### config.mk
export PLATFORM = sky130hd
export DESIGN_NAME = imem_fetch_sequencer
export DESIGN_NICKNAME = d
export VERILOG_FILES = /design/src/rtl/imem_pkg.sv /design/src/rtl/imem_port_arbiter.sv /design/src/rtl/imem_fetch_sequencer.sv
export SDC_FILE = /design/constraint.sdc
export NUM_CORES = 1
export LEC_CHECK = 0
export BUFFER_PORTS_ARGS = -buffer_cell sky130_fd_sc_hd__clkbuf_2
export CORE_MARGIN = 2
export CORE_UTILIZATION = 35
export DETAILED_ROUTE_END_ITERATION = 7
export PLACE_DENSITY = 0.62
export RECOVER_POWER = 25
export SLEW_MARGIN = 20
export SYNTH_ARGS = -nofsm -noshare
export SYNTH_HDL_FRONTEND = slang
export SYNTH_SLANG_ARGS = --single-unit
### constraint.sdc
create_clock -name clk -period 5.3 [get_ports clk]
set_clock_uncertainty 0.05 [all_clocks]
set_input_delay 0.265 -clock clk [delete_from_list [all_inputs] [get_ports clk]]
set_output_delay 0.265 -clock clk [all_outputs]
set_load 0.01 [all_outputs]
### src/rtl/imem_pkg.sv
// Shared types and constants for the byte-wide instruction-memory fetch sequencer.
package imem_pkg;

  typedef enum logic [1:0] {
    IDLE  = 2'd0,
    FETCH = 2'd1,
    FAULT = 2'd2
  } state_e;

  localparam int unsigned INSTR_BYTES = 4;
  localparam int unsigned IMEM_ADDR_W = 6;
  localparam int unsigned ISSUE_W     = $clog2(INSTR_BYTES + 1);
  localparam int unsigned LANE_W      = $clog2(INSTR_BYTES);
  localparam int unsigned ASM_W       = 8 * (INSTR_BYTES - 1);

  localparam logic [31:0] FAULT_INSTR = 32'h0;

endpackage

### src/rtl/imem_port_arbiter.sv
// Grants the shared memory port to load or fetch; load wins unless fetch has starved.
module imem_port_arbiter #(
  parameter int unsigned STARVE_MAX = 4
) (
  input  logic clk,
  input  logic reset,
  input  logic idle_i,
  input  logic fetch_req_i,
  input  logic load_valid_i,
  output logic fetch_ready_o,
  output logic load_ready_o
);

  localparam int unsigned STARVE_W = $clog2(STARVE_MAX + 1);

  logic [STARVE_W-1:0] starve_q;
  logic [STARVE_W-1:0] starve_d;
  logic                starved;

  // Grant equations and saturating starve count of denied fetch cycles.
  always_comb begin
    starved       = (starve_q == STARVE_W'(STARVE_MAX));
    fetch_ready_o = idle_i && (!load_valid_i || starved);
    load_ready_o  = idle_i && !(fetch_req_i && starved);
    starve_d      = '0;
    if (fetch_req_i && !fetch_ready_o) begin
      starve_d = starved ? starve_q : starve_q + STARVE_W'(1);
    end
  end

  always_ff @(posedge clk) begin
    if (reset) begin
      starve_q <= '0;
    end else begin
      starve_q <= starve_d;
    end
  end

endmodule

### src/rtl/imem_fetch_sequencer.sv
// Fetches a 32-bit instruction as four byte reads from a single-port memory,
// sharing the port with a byte-wide program loader.
module imem_fetch_sequencer
  import imem_pkg::*;
#(
  parameter int unsigned ADDR_W     = IMEM_ADDR_W,
  parameter int unsigned STARVE_MAX = 4
) (
  input  logic              clk,
  input  logic              reset,
  input  logic              fetch_req,
  input  logic [63:0]       fetch_pc,
  output logic              fetch_ready,
  output logic              instr_valid,
  output logic [31:0]       instr,
  output logic              fetch_fault,
  input  logic              load_valid,
  input  logic [ADDR_W-1:0] load_addr,
  input  logic [7:0]        load_data,
  output logic              load_ready,
  output logic [ADDR_W-1:0] mem_addr,
  output logic              mem_we,
  output logic [7:0]        mem_wdata,
  input  logic [7:0]        mem_rdata,
  output logic              busy
);

  state_e              state_q;
  logic [ADDR_W-1:0]   base_q;
  logic [ISSUE_W-1:0]  issue_q;
  logic [LANE_W-1:0]   lane_q;
  logic [ASM_W-1:0]    asm_q;
  logic                instr_valid_q;
  logic [31:0]         instr_q;
  logic                fault_q;

  logic                idle;
  logic                fetch_go;
  logic                load_go;
  logic                pc_bad;
  logic                issuing;

  assign idle     = (state_q == IDLE);
  assign fetch_go = fetch_req && fetch_ready;
  assign load_go  = load_valid && load_ready;
  assign pc_bad   = (fetch_pc[1:0] != 2'b00) || (fetch_pc[63:ADDR_W] != '0);
  assign issuing  = (state_q == FETCH) && (issue_q < ISSUE_W'(INSTR_BYTES));

  imem_port_arbiter #(
    .STARVE_MAX (STARVE_MAX)
  ) u_arb (
    .clk          (clk),
    .reset        (reset),
    .idle_i       (idle),
    .fetch_req_i  (fetch_req),
    .load_valid_i (load_valid),
    .fetch_ready_o(fetch_ready),
    .load_ready_o (load_ready)
  );

  // Memory port mux: loader writes pass straight through, fetch issues come from registers.
  always_comb begin
    mem_addr  = '0;
    mem_we    = 1'b0;
    mem_wdata = '0;
    if (load_go) begin
      mem_addr  = load_addr;
      mem_we    = 1'b1;
      mem_wdata = load_data;
    end else if (issuing) begin
      mem_addr = base_q + ADDR_W'(issue_q);
    end
  end

  // Sequencer FSM; read data lags the issued address by one cycle, so capture starts one edge late.
  always_ff @(posedge clk) begin
    if (reset) begin
      state_q       <= IDLE;
      base_q        <= '0;
      issue_q       <= '0;
      lane_q        <= '0;
      asm_q         <= '0;
      instr_valid_q <= 1'b0;
      instr_q       <= '0;
      fault_q       <= 1'b0;
    end else begin
      instr_valid_q <= 1'b0;
      case (state_q)
        IDLE: begin
          if (fetch_go) begin
            base_q  <= fetch_pc[ADDR_W-1:0];
            issue_q <= '0;
            lane_q  <= '0;
            state_q <= pc_bad ? FAULT : FETCH;
          end
        end
        FETCH: begin
          if (issuing) begin
            issue_q <= issue_q + ISSUE_W'(1);
          end
          if (issue_q != '0) begin
            lane_q <= lane_q + LANE_W'(1);
            if (lane_q == LANE_W'(INSTR_BYTES - 1)) begin
              instr_q       <= {asm_q, mem_rdata};
              fault_q       <= 1'b0;
              instr_valid_q <= 1'b1;
              state_q       <= IDLE;
            end else begin
              asm_q <= {asm_q[ASM_W-9:0], mem_rdata};
            end
          end
        end
        FAULT: begin
          instr_q       <= FAULT_INSTR;
          fault_q       <= 1'b1;
          instr_valid_q <= 1'b1;
          state_q       <= IDLE;
        end
        default: state_q <= IDLE;
      endcase
    end
  end

  assign instr_valid = instr_valid_q;
  assign instr       = instr_q;
  assign fetch_fault = fault_q;
  assign busy        = !idle;

endmodule

==> results of run 1 <==
==> layout make-up <==
class	count	area (sq um)	share of cell area
repair buffers	142	674	0.152
multi-input cells	302	1880	0.421
well taps	136	170	0.0382
inverters	9	38.8	0.00872
clock buffers	10	138	0.0309
flip-flops and latches	74	1480	0.333
clock inverters	6	72.6	0.0163
==> routing by layer <==
layer	vias up	wire, um	share of wire	global-route usage
met5	-	0	0	0
met4	0	125	0.013	0.0514
met1	1599	4150	0.44	0.218
met3	11	568	0.061	0.0489
met2	108	4550	0.48	0.280
li1	1742	-	-	-
==> path summary, 6_finish.rpt <==
path                            from  depth (start not counted)                      to  slack, ns
max reg2reg  state_q[0]$_SDFFE_PP0P_                          5  instr[27]$_SDFFE_PP0P_       2.49
max          state_q[0]$_SDFFE_PP0P_                          5  instr[27]$_SDFFE_PP0P_       2.49
min                     mem_rdata[1]                          3   asm_q[1]$_SDFFE_PP0P_       0.11
min reg2reg   asm_q[18]$_SDFFE_PP0P_                          2  asm_q[18]$_SDFFE_PP0P_       0.41
==> worst reg2reg max path: stages, from the launching register on <==
cell	delay, ns
dfxtp_1	0.37
inv_1	0.08
ha_1	0.98
inv_1	0.73
o21ai_0	0.36
a21oi_1	0.10
==> flip-flops by register name (all words and copies together) (netlist names) <==
signal	flops
fetch_fault	1
base_q	6
instr	32
state_q	2
asm_q	24
lane_q	2
instr_valid	1
u_arb.starve_q	3
issue_q	3
==> cells in the final DEF, fill, tap and decap left out, types with 3 or more instances in the layout <==
cell / n
a22o_1: 3
nor4_1: 16
dfxtp_1: 74
o21ai_0: 31
nand2_1: 52
a21o_1: 4
inv_6: 3
nor3_1: 3
clkbuf_1: 31
a31oi_1: 3
o21ai_1: 9
a21oi_1: 59
a21oi_2: 8
nand4_1: 3
ha_1: 11
clkbuf_2: 110
xnor2_1: 4
and2_1: 9
clkbuf_8: 10
nand4b_1: 32
nand3_1: 11
mux2i_1: 6
nor2_1: 12
nand2_2: 6
inv_1: 8
==> kinds of logic (layout without fill, tap and decap cells) <==
kind of cell,after synthesis,in the layout,share of synthesized area
flops,74,74,0.411
buf+inv,42,167,0.0687
xor+xnor,5,5,0.0121
simple gates,156,156,0.254
mux,6,6,0.0167
fa+ha+maj,12,12,0.0437
compound gates,123,123,0.194
==> power by group through the flow <==
stage          Clock (mW)  Sequential, mW  Combinational (mW)
6_report            0.453           0.567               0.118
5_1_grt             0.495           0.568               0.131
4_1_cts             0.466           0.567               0.120
3_5_place_dp            0           0.580               0.119
3_3_place_gp            0           0.579               0.117
2_1_floorplan           0           0.580              0.0618
==> through the flow <==
stage	util	hold slack, ns	instance area, sq um	cells
final	0.439	0.107	4450	679
after global routing	0.439	0.100	4450	679
after CTS	0.443	0.0862	4490	679
after detailed placement	0.422	0.398	4280	663
after global placement	0.422	0.393	4280	663
after floorplan	-	0.351	3600	418
==> impl_metrics.json, run 1 <==
{
  "p_sw_mw": 0.287,
  "synthCells": 418,
  "post-cts-setup-buffers": 0,
  "drv_cap": 0,
  "cts-root-buf": "clkbuf_8",
  "hpwl_mm": 6.70,
  "yosys-top-cells-area": "dfxtp_1 41%, a21oi_1 8.2%, nand4b_1 7.8%",
  "p_leak_nw": 1.71,
  "synth.largest_area_cell": "dfxtp_1",
  "peakVddDrop_mv": 0.122,
  "p_int_mw": 0.850,
  "path_common_cell": "inv_1",
  "cts_tree": "built",
  "end_kind": "flip-flop",
  "drive_above_1_share": 0.273,
  "insertion_delay_ns": 0.34,
  "grt_overflow": 0,
  "viasPerCell": 5.10,
  "power_density_mw_per_mm2": 256,
  "via_count": 3460,
  "syn_area_sq_mm": 0.00360,
  "wl_mm": 9.39,
  "slowest_delay_ns": 0.98,
  "totalPowerFinal_mw": 1.14,
  "route.detailed.drc": 0,
  "grt_pass1_vias": 3274,
  "finalSetupViolations": 0,
  "hold_violations": 0,
  "clk_pin_slew_worst_paths_ns": 0.08,
  "arrival_ns": 2.96,
  "combPwrFrac": 0.104,
  "start_util": 0.356,
  "worstSetupPathType": "reg2reg",
  "cts_hold_buf": 0,
  "grt_pass1_wl_mm": 15.5,
  "fin_nets": 640,
  "slew_headroom": 0.306,
  "post-route-period-util": 0.530,
  "ios": 142,
  "drtPass1Iterations": 4,
  "cts_made_buffers": 9,
  "syn_avg_cell_area_sq_um": 8.62,
  "synth.yosys.seq_area_share": 0.411,
  "port_buffers": 141,
  "synth_edf_count": 0,
  "power_frac_seq": 0.498,
  "crit_buf_inv": 2,
  "synthesis.nets": 520,
  "die_w_um": 105,
  "path_max_fanout": 34,
  "status": "finished, final reports clean",
  "coreArea_sq_mm": 0.0101,
  "cts_resized": 0,
  "antenna_found_initial": 0,
  "yosysUniqueCellTypes": 44,
  "final.min_clock_period_ns": 2.81,
  "hold_path.class": "in2reg",
  "crit_slowest_cell": "ha_1",
  "synth_ff_type": "dfxtp_1",
  "finalWeightedCongestion": 0.777,
  "ys_ff_latch": 74,
  "maxSlewViolCount": 0,
  "cp-start-kind": "flip-flop",
  "ys_async_sr_fraction": 0,
  "grt_use_total": 0.171,
  "synth_top_area_share": 0.411,
  "clock_path_buffers": 2,
  "drt_iter0_drc": 180,
  "wire_per_inst_um": 13.8,
  "yosys-top-cells-count": "74 x dfxtp_1, 59 x a21oi_1, 52 x nand2_1",
  "critical_path.top_delay_family": "adder cells",
  "rsz0062_at_grt": "no",
  "grt_max_degree": 74,
  "crit_chain": "inv_1 > ha_1 > inv_1 > o21ai_0 > a21oi_1",
  "die_height_um": 105,
  "fp-row-count": 37,
  "power_frac_clock": 0.398,
  "worst_slew_pin_slew_ns": 1.04,
  "fin_ws_ns": 2.49,
  "finalSetupTns_ns": 0,
  "syn_to_final_growth_pct": 23.5,
  "nFillCells": 1050,
  "swShare": 0.252,
  "synth.most_common_cell": "dfxtp_1",
  "synth_warnings": 0,
  "dieArea_sq_mm": 0.0111,
  "max_freq_ghz": 0.356,
  "antenna_cells": 0,
  "cts.sinks": 74,
  "ant_nets": 0,
  "dp_slack_ns": 2.53,
  "required_ns": 5.45,
  "cts_max_level": 3
}
No activity file was read; power rests on OpenSTA's default activity.
==> run 2: changes to the inputs <==
==> constraint.sdc (replaced) <==
create_clock -name clk -period 2.63 [get_ports clk]
set_clock_uncertainty 0.05 [all_clocks]
set_input_delay 0.1315 -clock clk [delete_from_list [all_inputs] [get_ports clk]]
set_output_delay 0.1315 -clock clk [all_outputs]
set_load 0.01 [all_outputs]
==> run 2 against run 1 <==
Die area did not move. Non-clock buffer count rose by 19. Global-route usage rose by 0.24 points. Via count rose by 2.6%. Clock-buffer cell count did not move. Combinational power rose by 120%. Routed wire length rose by 3.8%. Hold slack improved by 0.043 ns. Clock power rose by 94%. Worst setup slack got worse by 2.2 ns. Power rose by 100%. Cell area rose by 3.9%. Critical path type is now reg2out. Largest cell class unchanged. Highest routed layer unchanged.
==> impl_metrics.json, run 2 (synthesis results as in run 1) <==
{
  "cts_hold_buf": 14,
  "fin_nets": 659,
  "p_sw_mw": 0.585,
  "fp-row-count": 37,
  "route.detailed.drc": 0,
  "drtPass1Iterations": 4,
  "required_ns": 2.45,
  "hold_violations": 0,
  "wl_mm": 9.75,
  "worstRegToRegCells": 6,
  "dr_wl_met2_mm": 4.68,
  "peakVddDrop_mv": 0.259,
  "status": "finished, final reports clean",
  "largest_reg_flops": 32,
  "combPwrFrac": 0.114,
  "final.min_clock_period_ns": 2.36,
  "cts_resized": 0,
  "syn_to_final_growth_pct": 28.3,
  "top_layer_used": "met4",
  "post_dp_cell_area_sq_mm": 0.00433,
  "cts_tree": "built",
  "antenna_found_initial": 0,
  "start_util": 0.356,
  "path_max_fanout": 20,
  "end_kind": "output pin",
  "cts-root-buf": "clkbuf_8",
  "die_height_um": 105,
  "clk_pin_slew_worst_paths_ns": 0.08,
  "seq_area_sq_mm": 0.00148,
  "drt_iter0_drc": 160,
  "power_density_mw_per_mm2": 493,
  "min_to": "issue_q[1]$_SDFFE_PP0P_",
  "ios": 142,
  "maxSlewViolCount": 0,
  "arrival_ns": 2.17,
  "worstSetupPathType": "reg2out",
  "dieArea_sq_mm": 0.0111,
  "grt_use_total": 0.173,
  "nFillCells": 1031,
  "drv_cap": 0,
  "clock_path_buffers": 2,
  "cp-start-kind": "flip-flop",
  "post-cts-setup-buffers": 0,
  "insertion_delay_ns": 0.36,
  "final_area_sq_mm": 0.00462,
  "grt_overflow": 0,
  "ff2ff_setup_slack_ns": 0.49,
  "hold_path.class": "in2reg",
  "grt_max_degree": 58,
  "antenna_cells": 0,
  "finalWeightedCongestion": 0.845,
  "via_count": 3549,
  "finalSetupViolations": 0,
  "p_leak_nw": 1.79,
  "cts.sinks": 74,
  "slew_headroom": 0.368,
  "final_cell_mix": "110 x clkbuf_2, 74 x dfxtp_1, 59 x a21oi_1",
  "max_freq_ghz": 0.424,
  "port_buffers": 141,
  "p_int_mw": 1.70,
  "finalSetupTns_ns": 0,
  "rsz0062_at_grt": "no",
  "cts_max_level": 3,
  "multiInputGateArea_sq_mm": 0.00188,
  "power_frac_clock": 0.385,
  "swShare": 0.256,
  "met1_length_mm": 4.37,
  "die_w_um": 105,
  "drive_above_1_share": 0.270,
  "coreArea_sq_mm": 0.0101,
  "wl_met3_um": 556,
  "post-route-period-util": 0.896,
  "worst_slew_pin_slew_ns": 0.948,
  "reg2reg_from": "state_q[1]$_SDFFE_PP0P_",
  "r2r_end": "asm_q[11]$_SDFFE_PP0P_",
  "viasPerCell": 5.08,
  "power_frac_seq": 0.501,
  "hold_depth": 2,
  "hpwl_mm": 6.87,
  "grt_pass1_wl_mm": 15.8,
  "cts_made_buffers": 9,
  "min-delay-start": "reset",
  "grt_pass1_vias": 3368,
  "wire_per_inst_um": 14.0,
  "ant_nets": 0,
  "final_common_cell": "clkbuf_2"
}
## run 2: power by group through the flow
stage,registers [mW],clock network (mW),logic (mW)
2_1_floorplan,1.17,0,0.125
3_3_place_gp,1.17,0,0.240
3_5_place_dp,1.17,0,0.245
4_1_cts,1.14,0.894,0.262
5_1_grt,1.14,0.949,0.285
6_report,1.14,0.879,0.260
## run 2: how the worst max path moves through the flow
stage	startpoint	to	slack, ns	cells after the start
global placement	state_q[1]$_SDFFE_PP0P_	asm_q[5]$_SDFFE_PP0P_	0.58	6
CTS	u_arb.starve_q[0]$_SDFFE_PP0P_	mem_addr[4]	0.27	7
global route	u_arb.starve_q[0]$_SDFFE_PP0P_	mem_addr[4]	0.08	7
floorplan	issue_q[0]$_SDFFE_PP0P_	asm_q[11]$_SDFFE_PP0P_	0.90	8
finish	u_arb.starve_q[0]$_SDFFE_PP0P_	mem_addr[4]	0.27	7
detailed placement	state_q[1]$_SDFFE_PP0P_	asm_q[11]$_SDFFE_PP0P_	0.49	6
## run 2: layer usage
layer,track usage,vias up
met2,0.289,119
li1,-,1778
met3,0.0284,9
met5,0,-
met4,0.0743,0
met1,0.221,1643
## run 2: worst max-delay path, stage by stage (launching register included)
cell and delay [ns]:
dfxtp_1 0.38, inv_1 0.07, ha_1 0.26, nand3_1 0.11
and3_1 0.53, nor2_1 0.13, a22o_1 0.22, clkbuf_2 0.13
## run 2: metrics by stage
stage	hold WS (ns)	std cells	util	power (mW)	setup slack, ns
2_1_floorplan	0.217	418	-	1.29	0.900
3_3_place_gp	0.322	668	0.427	1.41	0.576
3_5_place_dp	0.327	668	0.427	1.41	0.490
4_1_cts	0.146	698	0.460	2.30	0.266
5_1_grt	0.183	698	0.456	2.38	0.0781
6_report	0.151	698	0.456	2.28	0.274
## run 2: area by class of cell
type,instances,share of cell area
repair buffers,161,0.187
well taps,136,0.0368
multi-input cells,302,0.406
clock inverters,6,0.0141
flip-flops and latches,74,0.320
inverters,9,0.00839
clock buffers,10,0.0276
